<file path="config.mk">
export PLATFORM = sky130hd
export DESIGN_NAME = arbitro_mux3
export DESIGN_NICKNAME = d
export VERILOG_FILES = /design/src/rtl/arbitro_mux3.sv
export SDC_FILE = /design/constraint.sdc
export NUM_CORES = 1
export LEC_CHECK = 0
export CORE_MARGIN = 2
export CORE_UTILIZATION = 43
export DETAILED_ROUTE_END_ITERATION = 6
export MAX_ROUTING_LAYER = met4
export PLACE_DENSITY = 0.73
export REMOVE_ABC_BUFFERS = 1
export SLEW_MARGIN = 5
export SYNTH_ARGS = -nofsm -noshare
export SYNTH_HDL_FRONTEND = slang
export SYNTH_SLANG_ARGS = --single-unit
</file>
<file path="constraint.sdc">
create_clock -name Clock -period 1.79 [get_ports Clock]
set_clock_uncertainty 0.2 [all_clocks]
set_input_delay 0.358 -clock Clock [delete_from_list [all_inputs] [get_ports Clock]]
set_output_delay 0.358 -clock Clock [all_outputs]
set_load 0.01 [all_outputs]
</file>
<file path="src/rtl/arbitro_mux3.sv">
// Round-robin arbiter/sequencer for a 3-input mux with valid/ready handoff and per-grant watchdog.
// Macro ARBITRO_MUX3_RR_EN selects round-robin; undefined gives fixed priority 0 > 1 > 2.
module arbitro_mux3 #(
    parameter int unsigned LIMITE = 15
) (
    input  logic       Clock,
    input  logic       Reset,
    input  logic [2:0] Pedido,
    input  logic       Pronto,
    output logic [1:0] Controle,
    output logic [2:0] Concessao,
    output logic       Valido,
    output logic       Aceito,
    output logic       Estouro
);
    localparam int CW = $clog2(LIMITE + 1);

    typedef enum logic {OCIOSO, CONCEDIDO} estado_t;

    estado_t         r_estado;
    logic [CW-1:0]   r_cnt;
    logic [1:0]      r_controle;
    logic [2:0]      r_concessao;
    logic            r_valido;
    logic            r_aceito;
    logic            r_estouro;
    logic [1:0]      w_inicio;
    logic [1:0]      w_venc;

    // First requester found scanning ini, ini+1, ini+2 (mod 3).
    function automatic logic [1:0] escolhe(input logic [2:0] req, input logic [1:0] ini);
        logic [2:0] s;
        logic [1:0] idx;
        escolhe = ini;
        for (int k = 2; k >= 0; k--) begin
            s   = {1'b0, ini} + 3'(k);
            idx = (s >= 3'd3) ? 2'(s - 3'd3) : s[1:0];
            if (req[idx]) escolhe = idx;
        end
    endfunction

    function automatic logic [1:0] inc3(input logic [1:0] x);
        inc3 = (x == 2'd2) ? 2'd0 : 2'(x + 2'd1);
    endfunction

`ifdef ARBITRO_MUX3_RR_EN
    logic [1:0] r_ultimo;
    assign w_inicio = (r_estado == OCIOSO) ? inc3(r_ultimo) : inc3(r_controle);
`else
    assign w_inicio = 2'd0;
`endif

    assign w_venc = escolhe(Pedido, w_inicio);

    always_ff @(posedge Clock or posedge Reset) begin
        if (Reset) begin
            r_estado    <= OCIOSO;
            r_cnt       <= '0;
            r_controle  <= 2'd0;
            r_concessao <= 3'b000;
            r_valido    <= 1'b0;
            r_aceito    <= 1'b0;
            r_estouro   <= 1'b0;
`ifdef ARBITRO_MUX3_RR_EN
            r_ultimo    <= 2'd2;
`endif
        end else begin
            r_aceito  <= 1'b0;
            r_estouro <= 1'b0;
            if (r_estado == OCIOSO) begin
                if (|Pedido) begin
                    r_estado    <= CONCEDIDO;
                    r_controle  <= w_venc;
                    r_concessao <= 3'b001 << w_venc;
                    r_valido    <= 1'b1;
                    r_cnt       <= '0;
                end
            end else if (Pronto) begin
                // Transfer done; chain straight into the next grant if anyone waits.
                r_aceito <= 1'b1;
`ifdef ARBITRO_MUX3_RR_EN
                r_ultimo <= r_controle;
`endif
                if (|Pedido) begin
                    r_controle  <= w_venc;
                    r_concessao <= 3'b001 << w_venc;
                    r_cnt       <= '0;
                end else begin
                    r_estado    <= OCIOSO;
                    r_concessao <= 3'b000;
                    r_valido    <= 1'b0;
                end
            end else if ((Pedido & r_concessao) == 3'b000) begin
                r_estado    <= OCIOSO;
                r_concessao <= 3'b000;
                r_valido    <= 1'b0;
            end else if (r_cnt == CW'(LIMITE - 1)) begin
                r_estouro   <= 1'b1;
`ifdef ARBITRO_MUX3_RR_EN
                r_ultimo    <= r_controle;
`endif
                r_estado    <= OCIOSO;
                r_concessao <= 3'b000;
                r_valido    <= 1'b0;
            end else begin
                r_cnt <= r_cnt + CW'(1);
            end
        end
    end

    assign Controle  = r_controle;
    assign Concessao = r_concessao;
    assign Valido    = r_valido;
    assign Aceito    = r_aceito;
    assign Estouro   = r_estouro;
endmodule

</file>
; ---- After elaboration in Yosys (flattened, before gate mapping)
; Index checks and enable logic that the tools add are counted.
[classes]
addsub = 1
eq_ne = 6
shifts = 1
mux = 34
bitwise = 1
n_reduce_logical = 6
[ops]
columns = operator, n
row1 = 4-bit two-way mux, 5
row2 = 3-bit two-way mux, 6
row3 = 1-bit two-way mux, 17
row4 = 2-bit two-way mux, 6
row5 = 3-bit inequality test (second input constant), 3
row6 = 4-bit by 1-bit adder with 4-bit output (second input constant), 1
row7 = 4-bit == test (second input constant), 1
row8 = 4-bit by 2-bit inequality test with 1-bit output (second input constant), 1
row9 = 2-bit AND reduction, 2
row10 = 3-bit bitwise AND, 1
row11 = 3-bit zero test, 1
row12 = 3-bit AND reduction, 1
row13 = 3-bit OR reduction, 1
row14 = 1-bit by 2-bit << shifter with 3-bit output (first input constant), 1
row15 = 2-bit inequality test (second input constant), 1
row16 = 2-bit nonzero test, 1
[totals]
register_bits = 13
in_bits = 6
output_inout_bits = 8
wordCells = 56

; ---- Depth between registers and ports, before layout
; Gate-level depths: netlist of run 1.
[logic_depth]
word_depth = 7
depth_mapped = 5
ltp_nobuf = 5

; ---- Worst setup path before layout of run 1
; OpenSTA, ideal clock, no wires.
[synth_timing]
path_kind = register to register
startpoint = register r_concessao[2] (netlist: Concessao[2])
endpoint = register r_cnt[2]
t_arrival_ns = 1.510
required_ns = 1.463
setup_slack_ns = -0.047
path_stages_with_launch = 4
synth_period_minus_slack_ns = 1.837
cell_sequence = dfrtp_1 -> a222oi_1 -> nand3b_1 -> mux2_1
[synth_between]
elab_chain_cells = 4
[synth_rtl]
columns = element, line_no
row1 = "start, declared", 23  ; logic [2:0] r_concessao;
row2 = "start signal, assigned", 74  ; r_concessao <= 3'b001 << w_venc;
row3 = "start signal, assigned", 86  ; r_concessao <= 3'b001 << w_venc;
row4 = 3-bit bitwise AND, 93  ; end else if ((Pedido & r_concessao) == 3'b000) begin
row5 = 3-bit zero test, 93
row6 = 3-bit inequality test (no source line), n/a
row7 = 2-bit AND reduction (no source line), n/a
row8 = "end signal, assigned", 106  ; r_cnt <= r_cnt + CW'(1);
row9 = "end, declared", 21  ; logic [CW-1:0] r_cnt;
; Every way passes these cells.
; A chain may end at the register's enable or synchronous reset.

; ---- Final worst setup path of run 1
[layout_timing]
startpoint = input Pedido[2]
endpoint = register r_cnt[0]
[layout_between]
elab_chain_cells = 4
[layout_rtl]
columns = element, line_no
row1 = "start, declared", 8  ; input logic [2:0] Pedido,
row2 = 3-bit bitwise AND / 3-bit OR reduction (equally long branches), "93, 71, 84"
row3 = 3-bit zero test / 4-bit two-way mux (equally long branches), n/a
row4 = 3-bit inequality test (no source line) / 4-bit two-way mux (equally long branches), n/a
row5 = 2-bit AND reduction (no source line) / 4-bit two-way mux (equally long branches), n/a
; Several ways; a longest one is shown, not always the timed one.

==> results.txt, run 1 <==
The run finished with clean final reports. The overall track demand over capacity in global routing came out at between 10% and 20%. Total power for the finished layout comes to 708 uW. Max-cap violations in this run came to 0. Setup violations remaining at the end of the flow were counted as 0. Detailed placement ended at an HPWL of around 1100 um. The final weighted congestion in routability-driven placement came out at around 0.87.

The synthesized instance count came out at 64. The min-delay analysis places its worst path in the category in -> async. Buffers inserted to repair hold after CTS numbered 0.

The wire length of the first global-routing pass is ~2400 um. The power density of the placed cells is 766 nW/um^2. STA classifies the critical path startpoint as an input pin. Clock-pin slew was measured on the worst setup and hold paths at 0.08 ns. Walking the worst path, the cells encountered are clkdlybuf4s50_1, a222oi_1, buf_4, or3_4, a31o_1. The count of standard-cell rows is 14.

The per-cell routed wire length came out at 14.1 um. The final routed wirelength across all metal layers came out at about 1500 um. The final cell count without fillers came out at 107. The placeable core area is approximately 1500 um^2. The via count of the first global-routing pass came out at 560. Timing would allow up to ~570 MHz. The antenna diode count came out at 0. In this design, the largest share of critical-path delay is due to buffers and inverters. TritonCTS built the clock tree. The fraction of synthesized area in multiplexers is around 4.8%. In this design, the stage delay of the slowest critical-path cell is roughly 0.48 ns. The critical path contains buffers and inverters numbering 2 combined.

Summed over all cells, the static leakage comes to ~0.45 nW. The maximum number of pins on one net before global-route repair came out at 14. The die area came out at about 1800 um^2. The required time at the endpoint of the critical path is between 1.5 and 2 ns.

The total grt overflow is 0. Of the total synthesized cell area, the portion taken by AND, OR, NAND and NOR gates is about a fifth. For this block, the via count after detailed routing is about 600. The adder-cell share of the synthesized area came out at under 10%. The starting density of the core is 44.5%.

The cell area after layout came out at 925 um^2. The number of design-rule violations left by the first detailed-router iteration is 14. 14 I/O pins were placed.

The post-placement cell area came out at roughly 880 um^2. The proportion of layout cells with a drive suffix above 1 came out at a little over a fifth. The critical path is of the in -> reg type. The area added between synthesis and finish came out at 41.3%.

After Yosys synthesis, XOR and XNOR cells account for 0% of the synthesized area. The length of the first detailed-routing pass in iterations came out at 4. The hold violation count in the final report is 0. The arrival time at the worst endpoint came out at approximately 1.7 ns. The clock drives 13 sinks. The slew at the pin with the worst max-slew slack came out at between 0.5 and 0.6 ns. The final hold slack is approximately 0.20 ns. The number of input and output port buffers inserted is 13. The ratio of final minimum period to clock period is between 90 and 100%.

The width of the chip is 43.0 um. The relative slew slack came out at roughly 66%. The cell area after technology mapping came out at between 600 and 700 um^2. The number of synthesis warnings is 0. The total CTS buffers came out at 3. The number of nets with antenna violations after detailed routing came out at 0. The sequential cell area fraction in the yosys report is 49.7%.

The final period demand of the worst path came out at approximately 1.8 ns. The insertion delay of the later-clocked pin in the worst-skew pair came out at 0.28 ns. The register bit total from synthesis is 13. The post-synthesis cell type count is 30.

The maximum level of the CTS H-tree is 1. The initial antenna violation count is 0. Dividing the detail-routed via count by the number of cells gives 5.63. After detailed routing, the number of remaining DRC violations is 0.

The maximum fanout encountered on the critical timing path came out at 6. Leaving out fill and tap cells, the most frequent cell in the layout is sky130_fd_sc_hd__dfrtp_1. The number of max-slew violations in the final report came out at 0. Fill cells in the final layout number 132. The floorplan step set the die height to 43.0 um. The net count reported at finish is 100. Among all stages on the critical path, the largest delay is contributed by sky130_fd_sc_hd__clkdlybuf4s50_1. The maximum clock path buffer count came out at 2. The dominant combinational cell family by area after synthesis is simple AND/OR/NAND/NOR gates.

IR analysis of the VDD net gives a maximum drop of 0.444 mV. The number of placed instances, taps included, is about 100. In this run the clock root is driven by a sky130_fd_sc_hd__clkbuf_4. The worst setup path is captured at a flip-flop. In the layout the commonest cells are sky130_fd_sc_hd__dfrtp_1, sky130_fd_sc_hd__buf_4, sky130_fd_sc_hd__clkdlybuf4s50_1. The complex-gate fraction of the synthesized area came out at a little under a fifth. The average instance area after synthesis is ~10 um^2.
-- state kept, by name, summed over array words and instances, names as in the netlist --
signal and flops:
r_cnt 4, Concessao 3, Controle 2, Aceito 1, Estouro 1, Valido 1, r_estado 1
-- metal layers --
metal  vias to the layer above  GRT usage (%)  wire length [um]
li1                        290              -                 -
met1                       291           21.0               711
met2                        16           30.3               695
met3                         5           2.98                74
met4                         0           7.27                27
met5                         -              -                 0
-- where the power goes --
group / internal [mW] / leakage [nW] / switching [mW]
logic: 0.0987 / 0.266 / 0.0832
clock network: 0.0865 / 0.0150 / 0.0989
registers: 0.320 / 0.169 / 0.0208
-- repair_timing --
item | 4_1_cts | 5_1_grt
pin swaps | 0 | 2
endpoints found under the hold margin | 0 | 0
endpoints found under the setup margin | 1 | 5
buffers inserted | 0 | 1
gates resized for setup | 1 | 4
-- final timing paths --
path	from	to	slack (ns)	depth (start not counted)
max	Pedido[2]	r_cnt[0]$_DFFE_PP0P_	0.03	5
min	Reset	Aceito$_DFF_PP0_	0.20	2
max reg2reg	r_cnt[1]$_DFFE_PP0P_	r_cnt[0]$_DFFE_PP0P_	0.06	4
min reg2reg	Controle[0]$_DFFE_PP0P_	Controle[0]$_DFFE_PP0P_	0.31	2
max in group asynchronous	Reset	Controle[1]$_DFFE_PP0P_	0.84	2
min in group Clock	Pedido[0]	Concessao[1]$_DFFE_PP0P_	0.22	3
-- logic make-up (layout without fill, tap and decap cells) --
family / count (synthesis) / count (layout)
buffers and inverters: 5 / 32
AND/OR/NAND/NOR: 23 / 23
multiplexers: 3 / 3
AO/OA/AOI/OAI: 18 / 18
flip-flops: 13 / 13
adder cells (fa/ha/maj): 2 / 2
-- layout make-up --
type	instances	area, um^2	share of cell area (%)
flip-flops and latches	13	325	35.2
multi-input cells	46	322	34.8
repair buffers	24	216	23.4
clock buffers	4	26.3	2.84
well taps	16	20.0	2.17
inverters	4	15.0	1.62
-- synthesized netlist by cell type (all sizes together) --
library cell / count / area, um^2
a31oi: 1 / 6.26
nor2: 2 / 7.51
a21oi: 5 / 25.0
nor2b: 1 / 6.26
and3: 1 / 6.26
a21boi: 1 / 7.51
nor3b: 1 / 7.51
and2b: 1 / 7.51
nand2b: 1 / 6.26
mux2: 1 / 11.3
ha: 2 / 25.0
a21bo: 1 / 10.0
nor3: 2 / 10.0
o21ai: 3 / 15.0
a222oi: 1 / 10.0
dfrtp: 13 / 325
o221ai: 1 / 8.76
a31o: 1 / 8.76
clkbuf: 1 / 3.75
and2: 1 / 6.26
nor4: 2 / 12.5
inv: 4 / 15.0
or2: 1 / 6.26
nand2: 6 / 22.5
nand3b: 1 / 7.51
a22oi: 2 / 15.0
o2bb2ai: 2 / 17.5
or3: 3 / 23.8
mux2i: 2 / 20.0
-- metrics by stage --
stage               setup TNS [ns]  utilization [%]  worst slack [ns]
finish                           0             62.8            0.0259
global placement             -1.50             59.5            -0.251
detailed placement           -1.61             59.5            -0.268
global route              -0.00420             62.8          -0.00225
CTS                              0             61.2          0.000732
floorplan                  -0.0470                -           -0.0470
-- worst register-to-register path, delay by kind of cell, from the launching register on --
family                     cells  cell delay [ns]
and+or+nand+nor                2             0.57
DFF                            1             0.42
AOI/OAI and AO/OA              1             0.22
adders and majority gates      1             0.21
No activity file was read; power rests on OpenSTA's default activity.
==> run 2: changes to the inputs <==
--- a/config.mk
+++ b/config.mk
@@ -5,11 +5,11 @@
 export SDC_FILE = /design/constraint.sdc
 export NUM_CORES = 1
 export LEC_CHECK = 0
-export CORE_MARGIN = 2
-export CORE_UTILIZATION = 43
+export CORE_AREA = 2 2 39 41
 export DETAILED_ROUTE_END_ITERATION = 6
+export DIE_AREA = 0 0 41 43
 export MAX_ROUTING_LAYER = met4
-export PLACE_DENSITY = 0.73
+export PLACE_DENSITY = 0.79
 export REMOVE_ABC_BUFFERS = 1
 export SLEW_MARGIN = 5
 export SYNTH_ARGS = -nofsm -noshare
==> constraint.sdc (replaced) <==
create_clock -name Clock -period 2.15 [get_ports Clock]
set_clock_uncertainty 0.2 [all_clocks]
set_input_delay 0.43 -clock Clock [delete_from_list [all_inputs] [get_ports Clock]]
set_output_delay 0.43 -clock Clock [all_outputs]
set_load 0.01 [all_outputs]
==> run 2 against run 1 <==
Net effect:
- register-to-register slack better by 0.26 ns
- via count is 3.5% lower
- non-clock buffer count is 4 lower
- highest routed layer unchanged
==> results.txt, run 2 (synthesized netlist as in run 1, its figures left out) <==
The number of design-rule violations left by the first detailed-router iteration came out at 5. The number of sinks handled by clock tree synthesis is 13. Global routing used approximately a fifth of the available tracks across all layers. The worst IR drop on VDD came out at between 0.3 and 0.4 mV. The met1 routing resource usage after global routing came out at between 20% and 30%. The placed cell count came out at 99. The flip-flop count of the largest register, all copies and words added came out at 4. The worst stage delay on the critical path is 0.43 ns. The slowest library cell on the worst path is sky130_fd_sc_hd__clkdlybuf4s50_1. The min-delay analysis places its worst path in the category in -> async. The most heavily used metal layer in global routing is met2. The analysis attributes to cell leakage a power of between 0.4 and 0.5 nW.

The required time at the endpoint of the critical path is 2.12 ns. Across the run, the number of max-cap violations was 0. The power density of the placed cells is 659 nW/um^2. The area added between synthesis and finish came out at 34.4%.

The initial antenna violation count came out at 0. In the routed layout, each cell is associated on average with a via count of ~5.6. The ratio of final minimum period to clock period is about nine tenths. The critical register-to-register path startpoint is r_cnt[0]$_DFFE_PP0P_. For this configuration, the core starts out at a cell density of 47.3%.

The flow ran to the end, and the final reports show no timing, DRC or antenna violations. In this run the remaining antenna-violating nets after routing total 0. The die area is between 1500 and 2000 um^2. The per-cell routed wire length is about 14 um. The number of failing setup endpoints in the final timing report came out at 0. The routed layout has 581 vias.

The number of max-slew violations in the final report was 0. For the pin with the worst max-slew slack, the measured transition is 0.508 ns. Traced cell by cell, the critical path runs through clkdlybuf4s50_1, a222oi_1, buf_4, nand3b_1, mux2_1. Ranked by flip-flop count, first place goes to r_cnt. The number of hold buffers added after cts is 0. Once layout is complete, the cells apart from fillers number 103. Once routing completed, OpenROAD measured the worst setup slack at approximately 0.25 ns. The via count of the first global-routing pass is around 560. The launching instance or port of the critical path is Pedido[2].

The maximum fanout encountered on the critical timing path is 7. The sum of net half-perimeters after detailed placement came out at about 1100 um. The worst setup path is launched from an input pin. The final hold slack came out at about 0.28 ns. The hold violation count in the final report is 0. The setup fix buffers added after clock tree synthesis came out at 0. The met2 track demand over resource is between 30 and 40%. The clock-pin slew of the registers on the worst-case setup and hold paths is about 0.08 ns. In this run the number of H-tree levels came out at 1. The number of design rule violations left after detail routing came out at 0. The count of standard-cell rows is 14.

The setup path with the least slack is of type in -> reg. In the layout the commonest cells are sky130_fd_sc_hd__dfrtp_1, sky130_fd_sc_hd__clkdlybuf4s50_1, sky130_fd_sc_hd__buf_4. CTS placed an instance of sky130_fd_sc_hd__clkbuf_4 at the clock tree root. The total overflow left after global routing is 0. The final weighted congestion in routability-driven placement is 0.895.

For met3 alone, demand over resource in global routing was between 3 and 4%. The length of the first detailed-routing pass in iterations came out at 4. The clock passes through at most 2 buffers.

The final period demand of the worst path came out at about 1.9 ns. Setup repair after global routing left no endpoint under its margin. The arrival time at the worst endpoint came out at ~1.9 ns. The maximum number of pins on one net before global-route repair came out at 14. TritonCTS created 3 clock buffers. The insertion delay of the later-clocked pin in the worst-skew pair came out at 0.28 ns.

The top-level I/O count came out at 14. After the last flow step, the layout net total stands at 96. The final setup TNS is 0 ns. The final layout contains routed wiring with a total length of 1440 um.

TritonCTS built the clock tree. STA classifies the critical path endpoint as a flip-flop. The placeable core area came out at between 1000 and 1500 um^2. The wire length of the first global-routing pass is about 2300 um. The worst pin sits at a relative slew slack of 66.1%. The number of gates resized after CTS came out at 0. The height of the die is roughly 43 um.

The maximum operating frequency came out at roughly 530 MHz. The placement-stage worst setup slack came out at -0.0279 ns. From left edge to right edge, the die measures between 40 and 50 um. The register-to-register path setup slack came out at 0.32 ns.

The number of input and output port buffers inserted is 13. The antenna diode count came out at 0. The proportion of layout cells with a drive suffix above 1 is 14.9%.
==> run 2: changes by cell type in the layout (fill, tap and decap cells not counted), sizes merged <==
cell / previous run / this run
dlymetal6s2s: 2 / 0
clkdlybuf4s50: 10 / 13
dlygate4sd2: 1 / 0
buf: 11 / 7
==> run 2: final cells by class <==
cell class              instances  area (um^2)
inverters                       4         15.0
well taps                      16         20.0
fillers                       118          504
flip-flops and latches         13          325
multi-input cells              46          310
repair buffers                 20          183
clock buffers                   4         26.3
==> run 2: path summary, 6_finish.rpt <==
kind,to,cells past startpoint
max,r_cnt[2]$_DFFE_PP0P_,5
min,Controle[1]$_DFFE_PP0P_,2
max reg2reg,r_cnt[0]$_DFFE_PP0P_,5
min reg2reg,r_cnt[3]$_DFFE_PP0P_,1
max in group asynchronous,r_cnt[0]$_DFFE_PP0P_,2
min in group Clock,r_cnt[3]$_DFFE_PP0P_,1
==> run 2: layer usage <==
layer | wire length [um] | part of all wire (%) | vias up
li1 | - | - | 279
met1 | 602 | 42 | 280
met2 | 717 | 50 | 17
met3 | 90 | 6.2 | 5
met4 | 34 | 2.4 | 0
met5 | 0 | 0 | -
==> run 2: power by group <==
group | switching (mW) | total, mW | internal [mW]
Clock | 0.0824 | 0.155 | 0.0722
Combinational | 0.0621 | 0.137 | 0.0754
Sequential | 0.0207 | 0.287 | 0.267
==> run 2: critical path, delay by kind of cell <==
kind | cells | cell delay [ns]
buffers and inverters | 2 | 0.64
AO/OA/AOI/OAI | 1 | 0.37
multiplexers | 1 | 0.32
AND/OR/NAND/NOR | 1 | 0.11
==> run 2: through the flow <==
stage          cell area [um^2]  power [mW]  utilization [%]
5_1_grt                     880       0.610             63.6
6_report                    880       0.579             63.6
3_5_place_dp                853       0.430             61.7
3_3_place_gp                853       0.426             61.7
4_1_cts                     880       0.583             63.6
2_1_floorplan               651       0.352                -
